===== config.mk =====
export PLATFORM = sky130hd
export DESIGN_NAME = clz_normalize_pipe
export DESIGN_NICKNAME = d
export VERILOG_FILES = /design/src/rtl/clz_normalize_pipe.sv
export SDC_FILE = /design/constraint.sdc
export NUM_CORES = 1
export LEC_CHECK = 0
export CAP_MARGIN = 0
export CORE_ASPECT_RATIO = 0.7
export CORE_UTILIZATION = 52
export DETAILED_ROUTE_END_ITERATION = 12
export PLACE_DENSITY = 0.82
export SYNTH_ARGS = -nofsm -noshare
export SYNTH_HDL_FRONTEND = slang
export SYNTH_SLANG_ARGS = --single-unit

===== constraint.sdc =====
create_clock -name clk -period 1.7 [get_ports clk]
set_input_delay 0.425 -clock clk [delete_from_list [all_inputs] [get_ports clk]]
set_output_delay 0.425 -clock clk [all_outputs]
set_load 0.05 [all_outputs]

===== src/rtl/clz_normalize_pipe.sv =====
// clz_normalize_pipe: two-stage normaliser that counts leading zeros, left-shifts the
// word so its MSB is set, and reports the shift count and an all-zero flag.
// Stage 1 registers the word with its leading-zero count; stage 2 registers the shifted
// word and drives the outputs. Both stages use a valid/ready handshake with no skid buffer.
// Optional feature: define CLZ_NORM_EXP_EN to carry an exponent alongside the data and
// emit exponent - count, saturated at zero, with an underflow flag.
module clz_normalize_pipe #(
    parameter int WIDTH = 16
`ifdef CLZ_NORM_EXP_EN
    ,
    parameter int EXP_W = 8
`endif
) (
    input  logic                       clk,
    input  logic                       rst_n,
    input  logic                       in_valid,
    output logic                       in_ready,
    input  logic [WIDTH-1:0]           in_data,
`ifdef CLZ_NORM_EXP_EN
    input  logic [EXP_W-1:0]           in_exp,
    output logic [EXP_W-1:0]           out_exp,
    output logic                       out_uflow,
`endif
    output logic                       out_valid,
    input  logic                       out_ready,
    output logic [WIDTH-1:0]           out_data,
    output logic [$clog2(WIDTH):0]     out_cnt,
    output logic                       out_zero
);

    localparam int CNT_W = $clog2(WIDTH) + 1;

    // Leading-zero count; the highest set bit wins, an all-zero word yields WIDTH.
    function automatic logic [CNT_W-1:0] clz_f(input logic [WIDTH-1:0] v);
        logic [CNT_W-1:0] c;
        c = CNT_W'(WIDTH);
        for (int i = 0; i < WIDTH; i++) begin
            if (v[i]) begin
                c = CNT_W'(WIDTH - 1 - i);
            end
        end
        return c;
    endfunction

    logic             s1_valid_q, s1_valid_d;
    logic [WIDTH-1:0] s1_data_q, s1_data_d;
    logic [CNT_W-1:0] s1_cnt_q, s1_cnt_d;
    logic             s1_zero_q, s1_zero_d;

    logic             s2_valid_q, s2_valid_d;
    logic [WIDTH-1:0] s2_data_q, s2_data_d;
    logic [CNT_W-1:0] s2_cnt_q, s2_cnt_d;
    logic             s2_zero_q, s2_zero_d;

`ifdef CLZ_NORM_EXP_EN
    localparam int CMP_W = (EXP_W > CNT_W) ? EXP_W : CNT_W;

    logic [EXP_W-1:0] s1_exp_q, s1_exp_d;
    logic [EXP_W-1:0] s2_exp_q, s2_exp_d;
    logic             s2_uflow_q, s2_uflow_d;
    logic [CMP_W-1:0] exp_ext;
    logic [CMP_W-1:0] cnt_ext;
`else
    // Exponent path absent: no sideband state is carried through the pipe.
`endif

    logic s1_adv;
    logic s2_adv;

    // Advance conditions: a stage may load when it is empty or its contents move on.
    always_comb begin
        s2_adv   = !s2_valid_q || out_ready;
        s1_adv   = !s1_valid_q || s2_adv;
        in_ready = s1_adv;
    end

    // Stage 1 next state: capture the incoming word with its count and zero flag.
    always_comb begin
        s1_valid_d = s1_valid_q;
        s1_data_d  = s1_data_q;
        s1_cnt_d   = s1_cnt_q;
        s1_zero_d  = s1_zero_q;
`ifdef CLZ_NORM_EXP_EN
        s1_exp_d   = s1_exp_q;
`endif
        if (s1_adv) begin
            s1_valid_d = in_valid;
            if (in_valid) begin
                s1_data_d = in_data;
                s1_cnt_d  = clz_f(in_data);
                s1_zero_d = (in_data == '0);
`ifdef CLZ_NORM_EXP_EN
                s1_exp_d  = in_exp;
`endif
            end
        end
    end

    // Stage 2 next state: shift the word by its count (a shift by WIDTH gives zero).
    always_comb begin
        s2_valid_d = s2_valid_q;
        s2_data_d  = s2_data_q;
        s2_cnt_d   = s2_cnt_q;
        s2_zero_d  = s2_zero_q;
`ifdef CLZ_NORM_EXP_EN
        s2_exp_d   = s2_exp_q;
        s2_uflow_d = s2_uflow_q;
        exp_ext    = CMP_W'(s1_exp_q);
        cnt_ext    = CMP_W'(s1_cnt_q);
`endif
        if (s2_adv) begin
            s2_valid_d = s1_valid_q;
            if (s1_valid_q) begin
                s2_data_d = s1_data_q << s1_cnt_q;
                s2_cnt_d  = s1_cnt_q;
                s2_zero_d = s1_zero_q;
`ifdef CLZ_NORM_EXP_EN
                if (s1_zero_q) begin
                    s2_exp_d   = '0;
                    s2_uflow_d = 1'b0;
                end else if (exp_ext < cnt_ext) begin
                    s2_exp_d   = '0;
                    s2_uflow_d = 1'b1;
                end else begin
                    s2_exp_d   = EXP_W'(exp_ext - cnt_ext);
                    s2_uflow_d = 1'b0;
                end
`endif
            end
        end
    end

    // Pipeline registers with synchronous active-low reset clearing all state.
    always_ff @(posedge clk) begin
        if (!rst_n) begin
            s1_valid_q <= 1'b0;
            s1_data_q  <= '0;
            s1_cnt_q   <= '0;
            s1_zero_q  <= 1'b0;
            s2_valid_q <= 1'b0;
            s2_data_q  <= '0;
            s2_cnt_q   <= '0;
            s2_zero_q  <= 1'b0;
`ifdef CLZ_NORM_EXP_EN
            s1_exp_q   <= '0;
            s2_exp_q   <= '0;
            s2_uflow_q <= 1'b0;
`endif
        end else begin
            s1_valid_q <= s1_valid_d;
            s1_data_q  <= s1_data_d;
            s1_cnt_q   <= s1_cnt_d;
            s1_zero_q  <= s1_zero_d;
            s2_valid_q <= s2_valid_d;
            s2_data_q  <= s2_data_d;
            s2_cnt_q   <= s2_cnt_d;
            s2_zero_q  <= s2_zero_d;
`ifdef CLZ_NORM_EXP_EN
            s1_exp_q   <= s1_exp_d;
            s2_exp_q   <= s2_exp_d;
            s2_uflow_q <= s2_uflow_d;
`endif
        end
    end

    // Stage 2 registers drive the outputs directly.
    always_comb begin
        out_valid = s2_valid_q;
        out_data  = s2_data_q;
        out_cnt   = s2_cnt_q;
        out_zero  = s2_zero_q;
`ifdef CLZ_NORM_EXP_EN
        out_exp   = s2_exp_q;
        out_uflow = s2_uflow_q;
`endif
    end

endmodule


==> out/summary.txt <==
status: complete, but fails checks
failing checks: DRC
CTS Buf Count: 5
Crit Path Max Fanout: 2
row cnt: 20
MaxCap Viol Count: 0
Final Wtd Congestion: 0.909
violation count after the first detailed-routing iteration: 335
DRC: 15
Ys Warns: 0
crit path DAT: 1.21 ns
Hold WC Path Type: reg -> reg
cts hold-fix bufs: 0
Pwr Total: 2.43 mW
Clock Sink Count: 46
largest net degree at the start of global routing: 23
commonest non-fill, non-tap cell in the layout: buf_4
Setup crit end kind: output pin
Die Area: 5010 um^2
area leader, netlist: dfxtp_1
VDD IR max: 0.439 mV
DR WL/cell: 16.3 um
core area: 4430 um^2
Initial DRT Pass Iterations: 9
flops & latches, synth: 46
final wirelength: 6.77 mm
clock transition at the registers of the reported paths: 0.08 ns
Flop pwr share: 47.7%
Port Buffers: 43
Leak: 1.25 nW
final hold viol count: 0
fin. max-slew vios: 0
Worst-Margin Slew: 0.423 ns
ys flop type: dfxtp_1
Net Switching: 0.652 mW
worst clock skew: 0.00536 ns
Mean Syn Cell Area: 8.56 um^2
All-Layer GR Usage: 28.1%
vias in the first global route: 2263
Final Setup Violations: 0
Vias/cell: 6.01
Max Buffers Root-to-Sink: 2
total gr overflow: 0
Placed Instances: 406
Max-slew headroom: 71.6%
# IOs: 44
Tmin final: 1.63 ns
clock share of power: 32.2%
die height: 59.5 um
Comb pwr share: 20.1%
remaining antenna violation count: 0
H-tree depth: 2
dpl hpwl: 5.16 mm
RR Endpoint: out_data[7]
FF-to-FF setup slack: 0.09 ns
Final Non-Filler Cells: 415
initial antenna violation count: 0
area grow syn2layout: 35.0%
worst r2r path cells: 4
CP Launch Point: out_ready
Final Cycle Share: 96.0%
CP endpoint: in_ready
Critical R2R Launch: s1_data_q[0]
hold_ws: 0.451 ns
RSZ-0062 raised after global routing: false
share of the synthesized area in the top cell type: 37.5%
startpoint types: input port
commonest non-fill, non-tap cells in the layout: 66 x buf_4, 52 x nand2_1, 42 x dfxtp_1, 35 x a21oi_1, 18 x clkdlybuf4s50_1
Cells after Synth: 287
Sw Ratio: 26.8%
Yosys cell types: 47
ranking of synthesized cells by area: dfxtp_1 37%, nand2_1 8.1%, mux2i_1 7.3%, a21oi_1 7.1%, mux4_2 5.5%
via count: 2495
CTS Root Cell: clkbuf_8
Seq/Total Area, Yosys: 37.5%
Post-DP Area: 3130 um^2
top achievable clock speed: 0.613 GHz
PwrDens: 734 nW/um^2
NumNets Final: 379
Synth Net Count: 307
Power Internal: 1.78 mW
ant diodes: 0
first-pass GRT wire length: 10.9 mm
TritonCTS clock tree: built
Crit Path Category: in -> out
share of layout cells above drive strength 1: 27.2%
Starting Density: 55.5%
Worst-Skew Late Latency: 0.30 ns
Cell Area, Synth: 2460 um^2
Filler Cells Inserted: 344
ys async rst share: 0%
Die W: 84.1 um
Post-synth EDFFs: 0
Critical Path RT: 1.27 ns
design area: 3320 um^2
[routing by layer]
metal / GRT usage, % / vias up / share of wire [%]
li1: - / 1193 / -
met1: 37.9 / 1152 / 43
met2: 45.1 / 136 / 46
met3: 6.82 / 14 / 9.6
met4: 9.36 / 0 / 1.4
met5: 0 / - / 0
[stage by stage]
stage | setup slack (ns) | util [%] | setup TNS [ns]
finish | 0.0683 | 74.9 | 0
global placement | -0.244 | 70.7 | -4.63
CTS | 0.0110 | 73.3 | 0
floorplan | -0.0943 | - | -0.943
global route | 0.0140 | 74.9 | 0
detailed placement | -0.267 | 70.7 | -5.88
[final cells by class]
class	count	area, um^2	area share, %
well taps	55	68.8	2.07
flip-flops and latches	46	928	28.0
clock buffers	7	76.3	2.30
clock inverters	1	30.0	0.905
repair buffers	87	724	21.8
inverters	7	26.3	0.792
multi-input cells	212	1460	44.1
[worst min-delay path by stage]
stage	start	endpoint	slack, ns	cells after the start
3_5_place_dp	out_data[6]	out_data[6]	0.44	2
2_1_floorplan	s1_zero_q	out_zero	0.43	2
6_report	out_data[6]	out_data[6]	0.45	2
5_1_grt	out_cnt[1]	out_cnt[1]	0.48	2
4_1_cts	out_data[6]	out_data[6]	0.45	2
3_3_place_gp	out_data[6]	out_data[6]	0.44	2
[worst max-delay path, stage by stage]
cell           delay, ns
dlygate4sd2_1       0.24
nand3b_1            0.22
buf_4               0.18
buf_12              0.14
[cells in the mapped netlist (all sizes together) (2+ instances only)]
cell type	number
a211oi	5
a21oi	35
a22oi	4
a31o	2
a31oi	2
a32oi	3
and2	3
buf	13
clkbuf	9
dfxtp	46
inv	7
mux2i	18
mux4	9
nand2	53
nand2b	4
nand3	8
nand3b	4
nand4	3
nor2	16
nor2b	2
nor3	5
nor3b	2
nor4	5
o211ai	2
o21a	2
o21ai	8
o221ai	3
o22ai	3
[cell families after synthesis]
group                  after synthesis  share of synthesized area, %
AND/OR/NAND/NOR                    109                          21.0
AO/OA/AOI/OAI                       75                          19.2
flip-flops                          46                          37.5
buffers and inverters               29                          5.81
multiplexers                        28                          16.5
[power by group through the flow]
| stage | Clock, mW | Combinational, mW | Sequential [mW] |
|---|---|---|---|
| 2_1_floorplan | 0 | 0.226 | 1.22 |
| 3_3_place_gp | 0 | 0.453 | 1.18 |
| 5_1_grt | 0.840 | 0.526 | 1.17 |
| 4_1_cts | 0.797 | 0.468 | 1.15 |
| 6_report | 0.785 | 0.489 | 1.16 |
| 3_5_place_dp | 0 | 0.466 | 1.18 |
[sequential cells by signal, indices dropped and copies added (netlist names)]
name / count
s1_valid_q: 1
out_data: 16
s1_zero_q: 1
s1_data_q: 16
s1_cnt_q: 5
out_zero: 1
out_valid: 1
out_cnt: 5
[what timing repair did]
| item | in CTS | in global routing |
|---|---|---|
| gates resized for setup | 1 | 14 |
| setup endpoints to repair | 1 | 9 |
| buffers inserted | 1 | 0 |
No activity file was read; power rests on OpenSTA's default activity.
